--- src/rtl/alu_seq_exec_if.sv ---
// Request/response bundle between pipeline control and the ALU execute stage.
// master = pipeline side, slave = execute stage.
interface alu_seq_exec_if #(
  parameter int DATA_WIDTH = 32
);
  logic                  start_i;
  logic [3:0]            ALU_Operation_i;
  logic [DATA_WIDTH-1:0] A_i;
  logic [DATA_WIDTH-1:0] B_i;
  logic [DATA_WIDTH-1:0] result_o;
  logic                  zero_o;
  logic                  busy_o;
  logic                  done_o;

  modport master (
    output start_i, ALU_Operation_i, A_i, B_i,
    input  result_o, zero_o, busy_o, done_o
  );

  modport slave (
    input  start_i, ALU_Operation_i, A_i, B_i,
    output result_o, zero_o, busy_o, done_o
  );
endinterface

--- src/rtl/alu_seq_exec.sv ---
// ALU execute stage: single-cycle logic/arith ops, iterative 1-bit/cycle shifter.
// state | meaning
// IDLE  | ready; accepts start, single-cycle ops complete here
// SHIFT | shifting work register, counter counts down to 0
module alu_seq_exec #(
  parameter int DATA_WIDTH  = 32,
  parameter int SHAMT_WIDTH = 5
) (
  input  logic         clk,
  input  logic         reset,
  alu_seq_exec_if.slave bus
);
  localparam logic [3:0] OP_ADD = 4'd0;
  localparam logic [3:0] OP_SUB = 4'd1;
  localparam logic [3:0] OP_XOR = 4'd2;
  localparam logic [3:0] OP_OR  = 4'd3;
  localparam logic [3:0] OP_AND = 4'd4;
  localparam logic [3:0] OP_SLL = 4'd5;
  localparam logic [3:0] OP_SRL = 4'd6;
  localparam logic [3:0] OP_LUI = 4'd7;

  typedef enum logic {IDLE = 1'b0, SHIFT = 1'b1} state_t;

  state_t                 r_state;
  state_t                 w_state_nxt;
  logic [DATA_WIDTH-1:0]  r_work;
  logic [DATA_WIDTH-1:0]  r_result;
  logic [SHAMT_WIDTH-1:0] r_cnt;
  logic                   r_dir_left;
  logic                   r_zero;
  logic                   r_done;

  logic [DATA_WIDTH-1:0]  w_single;
  logic [DATA_WIDTH-1:0]  w_work_shifted;
  logic [DATA_WIDTH-1:0]  w_result_nxt;
  logic [SHAMT_WIDTH-1:0] w_shamt;
  logic                   w_accept;
  logic                   w_is_shift;
  logic                   w_start_shift;
  logic                   w_load_result;

  assign w_shamt        = bus.B_i[SHAMT_WIDTH-1:0];
  assign w_accept       = bus.start_i && (r_state == IDLE);
  assign w_is_shift     = (bus.ALU_Operation_i == OP_SLL) || (bus.ALU_Operation_i == OP_SRL);
  assign w_work_shifted = r_dir_left ? (r_work << 1) : (r_work >> 1);

  // Shift ops only reach this path with shamt=0, where the result is A unchanged.
  always_comb begin
    w_single = '0;
    case (bus.ALU_Operation_i)
      OP_ADD:         w_single = bus.A_i + bus.B_i;
      OP_SUB:         w_single = bus.A_i - bus.B_i;
      OP_XOR:         w_single = bus.A_i ^ bus.B_i;
      OP_OR:          w_single = bus.A_i | bus.B_i;
      OP_AND:         w_single = bus.A_i & bus.B_i;
      OP_SLL, OP_SRL: w_single = bus.A_i;
      OP_LUI:         w_single = bus.B_i;
      default:        w_single = '0;
    endcase
  end

  always_comb begin
    w_state_nxt   = r_state;
    w_start_shift = 1'b0;
    w_load_result = 1'b0;
    w_result_nxt  = w_single;
    case (r_state)
      IDLE: begin
        if (w_accept) begin
          if (w_is_shift && (w_shamt != '0)) begin
            w_start_shift = 1'b1;
            w_state_nxt   = SHIFT;
          end else begin
            w_load_result = 1'b1;
          end
        end
      end
      SHIFT: begin
        if (r_cnt == SHAMT_WIDTH'(1)) begin
          w_load_result = 1'b1;
          w_result_nxt  = w_work_shifted;
          w_state_nxt   = IDLE;
        end
      end
      default: w_state_nxt = IDLE;
    endcase
  end

  always_ff @(posedge clk) begin
    if (reset) r_state <= IDLE;
    else       r_state <= w_state_nxt;
  end

  always_ff @(posedge clk) begin
    if (reset) begin
      r_work     <= '0;
      r_cnt      <= '0;
      r_dir_left <= 1'b0;
      r_result   <= '0;
      r_zero     <= 1'b1;
      r_done     <= 1'b0;
    end else begin
      r_done <= w_load_result;
      if (w_start_shift) begin
        r_work     <= bus.A_i;
        r_cnt      <= w_shamt;
        r_dir_left <= (bus.ALU_Operation_i == OP_SLL);
      end else if (r_state == SHIFT) begin
        r_work <= w_work_shifted;
        r_cnt  <= r_cnt - SHAMT_WIDTH'(1);
      end
      if (w_load_result) begin
        r_result <= w_result_nxt;
        r_zero   <= (w_result_nxt == '0);
      end
    end
  end

  assign bus.result_o = r_result;
  assign bus.zero_o   = r_zero;
  assign bus.busy_o   = (r_state == SHIFT);
  assign bus.done_o   = r_done;
endmodule

--- src/flat_wrapper.sv ---
// flat-port wrapper written by rule: the top's interface ports become plain ports
module alu_seq_exec_flat 
#(
  parameter int DATA_WIDTH  = 32,
  parameter int SHAMT_WIDTH = 5
)
  (clk, reset, bus_start_i, bus_ALU_Operation_i, bus_A_i, bus_B_i, bus_result_o, bus_zero_o, bus_busy_o, bus_done_o);
  alu_seq_exec_if #(.DATA_WIDTH(DATA_WIDTH)) bus_i ();
  input  logic clk;
  input  logic reset;
  input wire logic [$bits(bus_i.start_i)-1:0] bus_start_i;
  input wire logic [$bits(bus_i.ALU_Operation_i)-1:0] bus_ALU_Operation_i;
  input wire logic [$bits(bus_i.A_i)-1:0] bus_A_i;
  input wire logic [$bits(bus_i.B_i)-1:0] bus_B_i;
  output wire logic [$bits(bus_i.result_o)-1:0] bus_result_o;
  output wire logic [$bits(bus_i.zero_o)-1:0] bus_zero_o;
  output wire logic [$bits(bus_i.busy_o)-1:0] bus_busy_o;
  output wire logic [$bits(bus_i.done_o)-1:0] bus_done_o;
  assign bus_i.start_i = bus_start_i;
  assign bus_i.ALU_Operation_i = bus_ALU_Operation_i;
  assign bus_i.A_i = bus_A_i;
  assign bus_i.B_i = bus_B_i;
  assign bus_result_o = bus_i.result_o;
  assign bus_zero_o = bus_i.zero_o;
  assign bus_busy_o = bus_i.busy_o;
  assign bus_done_o = bus_i.done_o;
  alu_seq_exec #(.DATA_WIDTH(DATA_WIDTH), .SHAMT_WIDTH(SHAMT_WIDTH)) u_core (.clk(clk), .reset(reset), .bus(bus_i));
endmodule
--- config.mk ---
export PLATFORM = sky130hd
export DESIGN_NAME = alu_seq_exec_flat
export DESIGN_NICKNAME = d
export VERILOG_FILES = /design/src/rtl/alu_seq_exec_if.sv /design/src/rtl/alu_seq_exec.sv /design/src/flat_wrapper.sv
export SDC_FILE = /design/constraint.sdc
export NUM_CORES = 1
export LEC_CHECK = 0
export ABC_AREA = 1
export CORE_MARGIN = 2
export CORE_UTILIZATION = 55
export CTS_CLUSTER_DIAMETER = 50
export CTS_CLUSTER_SIZE = 40
export DETAILED_ROUTE_END_ITERATION = 10
export PLACE_DENSITY = 0.79
export SLEW_MARGIN = 20
export SYNTH_ARGS = -nofsm -noshare
export SYNTH_HDL_FRONTEND = slang
export SYNTH_SLANG_ARGS = --single-unit
--- constraint.sdc ---
create_clock -name clk -period 4.9 [get_ports clk]
set_input_delay 1.47 -clock clk [delete_from_list [all_inputs] [get_ports clk]]
set_output_delay 1.47 -clock clk [all_outputs]
set_load 0.005 [all_outputs]
After elaboration in Yosys (flattened, before gate mapping)
Cells that the tools add are included.
Widths: inputs -> output; s select.
{"block": "word_totals", "latch_bits": 0, "ramBits": 0, "romBits": 0, "memories": 0, "inputBits": 71, "out_inout_bits": 35, "regBits": 73}
{"block": "op_classes", "n_shift": 0, "bitwise_logic": 4, "add_sub_neg": 3, "div": 0, "eq_ne": 8, "multipliers": 0, "reduce_logical": 8, "magnitude_cmp": 0, "muxes": 17}
{"operator": "$pmux 32 s7", "n": 1}
{"operator": "$mux 32", "n": 5}
{"operator": "$add 32x32->32", "n": 1}
{"operator": "$and 32x32->32", "n": 1}
{"operator": "$logic_not 32->1", "n": 1}
{"operator": "$or 32x32->32", "n": 1}
{"operator": "$sub 32x32->32", "n": 1}
{"operator": "$xor 32x32->32", "n": 1}
{"operator": "$eq 4x3->1 const B", "n": 4}
{"operator": "$mux 5", "n": 2}
{"operator": "$eq 4x2->1 const B", "n": 2}
{"operator": "$mux 1", "n": 7}
{"operator": "$eq 5x1->1 const B", "n": 1}
{"operator": "$reduce_bool 5->1", "n": 1}
{"operator": "$sub 5x1->5 const B", "n": 1}
{"operator": "$eq 4x1->1 const B", "n": 1}
{"operator": "$logic_not 4->1", "n": 1}
{"operator": "$pmux 1 s2", "n": 2}
{"operator": "$logic_and 1x1->1", "n": 2}
{"operator": "$reduce_bool 2->1", "n": 1}
{"operator": "$reduce_or 2->1", "n": 1}
{"operator": "$logic_or 1x1->1", "n": 1}
{"operator": "$not 1->1", "n": 1}

Logic depth before layout (Yosys ltp)
{"block": "depth", "ltp_word": 7, "ltp_mapped": 32, "ltp_nobuf": 32}

Worst setup path before layout
Ideal clock, no wire load.
{"block": "synth_path", "path_kind": "in2reg", "start": "input port bus_B_i[1]", "end": "register u_core.r_zero, in the netlist u_core.bus.zero_o", "stages": 28, "setup_ps": 58, "required_ps": 4842, "n_path_buf": 0, "arrival_ps": 4361, "slack_ps": 481, "cell_sequence": "inv_1 > ha_1 > nand3_1 > inv_1 > nand3_1 > nor3_2 > nand3_1 > nor2_2 > nand2_1 > nor2_1 > nand4_1 > nand2_1 > o21ai_1 > xor2_1 > ha_1 > inv_1 > o21ai_0 > a21oi_1 > and2_1 > nand3_1 > nand2_1 > nand3_1 > nand2_1 > a21oi_1 > nand2_1 > nor2_1 > nand2_1 > nand2_1"}
{"block": "synth_between", "elab_chain_cells": 5, "elab_cells_between_ends": 14, "cone_classes": "add/sub: 2; mux: 6; bitwise: 3; reduce/logical: 3"}
{"item": "from (decl)", "line_no": "flat_wrapper.sv:14", "text": "input wire logic [$bits(bus_i.B_i)-1:0] bus_B_i;"}
{"item": "$sub 32x32->32, or another cell as far along", "line_no": "alu_seq_exec.sv:52", "text": "OP_SUB: w_single = bus.A_i - bus.B_i;"}
{"item": "$pmux 32 s7 / $logic_and 1x1->1 (equally long branches)", "line_no": "alu_seq_exec.sv:50, alu_seq_exec.sv:70"}
{"item": "$mux 32 / $mux 1 (equally long branches)", "line_no": "alu_seq_exec.sv:79, alu_seq_exec.sv:70"}
{"item": "$mux 32 / $mux 1 (equally long branches)", "line_no": "alu_seq_exec.sv:67, alu_seq_exec.sv:69"}
{"item": "$logic_not 32->1 / $pmux 1 s2 (equally long branches)", "line_no": "alu_seq_exec.sv:114, alu_seq_exec.sv:67"}
{"item": "to (signal assigned)", "line_no": "alu_seq_exec.sv:114", "text": "r_zero <= (w_result_nxt == '0);"}
{"item": "to (decl)", "line_no": "alu_seq_exec.sv:30", "text": "logic r_zero;"}
Parallel ways exist; a longest one is shown, timed or not.
A chain may end at the register's enable or synchronous reset.

Worst setup path after layout
{"block": "layout_path", "start": "input port bus_B_i[10]", "end": "register u_core.r_zero, in the netlist u_core.bus.zero_o"}
{"block": "layout_between", "elab_chain_cells": 5, "elab_cells_between_ends": 9, "cone_classes": "add/sub: 2; mux: 3; bitwise: 3; reduce/logical: 1"}
{"item": "$sub 32x32->32, or another cell as far along", "line_no": "alu_seq_exec.sv:52"}
{"item": "$pmux 32 s7 *", "line_no": "alu_seq_exec.sv:50", "text": "case (bus.ALU_Operation_i)"}
{"item": "$mux 32", "line_no": "alu_seq_exec.sv:79", "text": "if (r_cnt == SHAMT_WIDTH'(1)) begin"}
{"item": "$mux 32 *", "line_no": "alu_seq_exec.sv:67", "text": "case (r_state)"}
{"item": "$logic_not 32->1 *", "line_no": "alu_seq_exec.sv:114"}
Mark *: on every way between the ends. The rest lies on a longest branch, timed or not.

==> summary.txt <==
Clock tree
  – Reg clk slew, reported paths: 0.06 ns
  – Clock Latency Late Sink: 0.34 ns
  – CTS tree: yes
  – CTS max path bufs: 2
  – Num CTS Buffers: 9
  – CTS Sinks: 73
  – # H-tree levels: 3
  – Root Driver: clkbuf_16
  – # hold bufs at CTS: 0

Placed design
  – Placed Cells: 2026
  – IO buf count: 105
  – Dpl hpwl: 25600 µm
  – Routability congestion estimate: 1.05

Worst setup path
  – R2r startpoint: u_core.bus.busy_o$_SDFF_PP0_
  – Crit path kind: in2reg
  – Critical path data arrival time: 4.90 ns
  – Reg-to-reg critical path endpoint: u_core.bus.result_o[30]$_SDFFE_PP0P_
  – Cell mode on critical path: nand2_1
  – Crit. End Element: flip-flop
  – Flop2flop setup slack: 2.21 ns
  – Worst Setup SP: bus_B_i[10]
  – CP peak stage delay: 0.47 ns
  – Slowest CP cell: clkdlybuf4s50_1
  – Reg2Reg Depth: 8
  – Req. time, crit path: 5.13 ns
  – Startpoint Class: input pin
  – Max FO, Critical Path: 4
  – Setup crit end: u_core.bus.zero_o$_SDFFE_PP1P_

Route
  – Drt total wl: 33000 µm
  – ANT nets after route: 0
  – Drt wl/cell: 16.1 µm
  – Vias per inst: 5.54
  – Vias: 11.4k
  – Starting DRT DRC Count: 1242
  – 1st-pass router iterations: 6
  – DRC viols: 0

Floorplanning
  – Die Area: 17800 µm²
  – # rows: 47
  – Die height: 133 µm
  – Total core area: 16500 µm²
  – Io pins: 106
  – Die width: 133 µm
  – Starting Density: 55.9%

Global route
  – Gr usage total: 35.8%
  – Largest net degree at the start of global routing: 47
  – Initial antenna violation count: 0
  – Total gr overflow: 0
  – Vias in the first global route: 10.6k
  – First-pass GRT wire length: 51500 µm

Layout
  – # fillers: 1414
  – Final net count: 2003
  – Finished Layout Cells: 2057
  – Most common cell after layout, fill and taps aside: nand2_1
  – Number of antenna diodes: 0
  – Layout cell share with drive strength beyond 1: 17.9%
  – Area growth, synth to finish: 35.0%
  – Most frequent cells in the layout: 473 x nand2_1, 251 x inv_1, 169 x buf_4

Power and ir drop
  – Pwr per Cell Area: 193 nW/µm²
  – Combinational power share: 44.8%
  – Psw: 0.000879 W
  – Seq pwr share: 27.0%
  – Static Leak: 6.52 nW
  – Switch share: 36.6%
  – Clock group share of total power: 28.3%
  – Worst vdd ir: 0.000235 V
  – Internal power: 0.00152 W

STA
  – Post-Route Skew: 0.00524 ns
  – Clock period minus final worst setup slack: 4.67 ns
  – Final Setup Violations: 0
  – Setup TNS: 0 ns
  – Relative slew slack: 39.3%
  – Count of final hold-check violations: 0
  – Fin. max-slew vios: 0
  – Least-Margin Pin Slew: 0.909 ns
  – Fmax: 214 MHz
  – Min Hold Slack: 0.467 ns
  – Final period util: 95.3%

Synth
  – Synth Instances: 1598
  – Mapped Nets: 1769
  – Post-synth EDFFs: 0
  – Seq/Total Area, Yosys: 15.9%
  – Syn Std Cell Area: 9200 µm²
  – Avg Cell Area, Syn: 5.76 µm²
  – #FFs+latches synth: 73
  – Post-synthesis cell type count: 49
  – Asr flop ratio synth: 0%
  – Yosys warns: 0
  – Dominant synthesized flop cell: dfxtp_1

Flow run
  – MaxCap Viol Count: 0

Hold path
  – Worst min path class: reg2reg

Run status
  – Status: finished, final reports clean
metrics by stage:
step | total power, W | worst slack (ns) | cell area, µm² | util (%)
after floorplan | 0.00120 | 0.481 | 9200 | -
after global placement | 0.00161 | -0.432 | 11500 | 69.6
after detailed placement | 0.00163 | -0.489 | 11500 | 69.6
after CTS | 0.00232 | 0.0133 | 12000 | 72.6
after global routing | 0.00254 | -0.00962 | 12400 | 75.4
final | 0.00240 | 0.228 | 12400 | 75.4
cell type report:
type | instances | area, µm² | area share [%]
clock buffer | 14 | 274 | 2.21
clock inverter | 2 | 35.0 | 0.282
inverter | 269 | 1010 | 8.13
multi-input combinational | 1201 | 6960 | 56.0
sequential | 73 | 1460 | 11.8
tap | 220 | 275 | 2.22
timing repair buffer | 278 | 2410 | 19.4
registers in the layout, indices dropped and copies added (netlist names):
register	count
u_core.r_cnt	5
u_core.r_work	32
u_core.bus.result_o	32
u_core.r_dir_left	1
u_core.bus.zero_o	1
u_core.bus.done_o	1
u_core.bus.busy_o	1
worst min path at each step:
stage          cells after the start  slack [ns]                      startpoint                              to
6_report                           2        0.47  u_core.r_work[17]$_SDFFE_PP0P_  u_core.r_work[17]$_SDFFE_PP0P_
5_1_grt                            2        0.48   u_core.r_work[9]$_SDFFE_PP0P_   u_core.r_work[9]$_SDFFE_PP0P_
4_1_cts                            2        0.47   u_core.r_work[9]$_SDFFE_PP0P_   u_core.r_work[9]$_SDFFE_PP0P_
3_5_place_dp                       2        0.46  u_core.r_work[20]$_SDFFE_PP0P_  u_core.r_work[20]$_SDFFE_PP0P_
3_3_place_gp                       2        0.45    u_core.r_cnt[4]$_SDFFE_PP0P_    u_core.r_cnt[4]$_SDFFE_PP0P_
2_1_floorplan                      2        0.44  u_core.r_work[13]$_SDFFE_PP0P_  u_core.r_work[13]$_SDFFE_PP0P_
synth_stat cells (2+ instances only):
master,instances,share of area [%]
nand2_1,503,21
nor2_2,4,0.27
o22ai_1,28,1.9
nand3_1,91,5.0
nand2_2,4,0.27
buf_2,17,0.92
nand3b_1,9,0.73
a21oi_2,2,0.19
and2_1,2,0.14
o21bai_1,19,1.6
nand4_1,16,1.1
inv_1,259,11
o2111ai_1,2,0.19
a22oi_1,16,1.3
nor3_1,10,0.54
xor2_1,30,2.9
a22o_1,2,0.19
buf_6,6,0.73
inv_2,9,0.37
a31oi_1,9,0.61
buf_1,5,0.20
mux2i_1,2,0.22
o21ai_2,2,0.19
a211oi_1,17,1.4
a221oi_1,8,0.76
ha_1,99,13
or2_1,2,0.14
a21oi_1,68,3.7
o211ai_1,4,0.33
o21ai_0,87,4.7
nor2_1,142,5.8
clkbuf_1,25,1.0
o21ai_1,10,0.54
xnor2_1,2,0.19
dfxtp_1,73,16
repair_timing:
item / in CTS / in global routing
setup buffers: 9 / 7
gates resized for setup: 45 / 107
pin swaps: 16 / 44
setup endpoints to repair: 6 / 20
power groups by stage:
stage                     registers, W  clock network, W  logic [W]
after detailed placement      0.000659                 0   0.000966
after global routing          0.000651          0.000707    0.00118
after floorplan               0.000659                 0   0.000537
final                         0.000648          0.000679    0.00108
after CTS                     0.000647          0.000680   0.000998
after global placement        0.000659                 0   0.000951
critical path, delay by kind of cell:
| kind | cells | cell delay [ns] |
|---|---|---|
| compound gates | 2 | 0.55 |
| xor+xnor | 1 | 0.30 |
| fa+ha+maj | 1 | 0.27 |
| buf+inv | 5 | 0.87 |
| simple gates | 17 | 1.44 |
cell families after synthesis:
group | Yosys count | share of synthesized area [%]
buffers and inverters | 324 | 14.0
flip-flops | 73 | 15.9
AND/OR/NAND/NOR | 789 | 35.2
AO/OA/AOI/OAI | 278 | 17.9
multiplexers | 2 | 0.218
adder cells (fa/ha/maj) | 100 | 13.7
XOR/XNOR | 32 | 3.05
metal layers:
layer	wire length, µm	vias up	GRT usage, %
met3	2360	121	4.49
met2	15700	561	61.7
met4	1940	0	19.5
met5	0	-	0
li1	-	5582	-
met1	13100	5124	43.4
No activity file was read; power rests on OpenSTA's default activity.
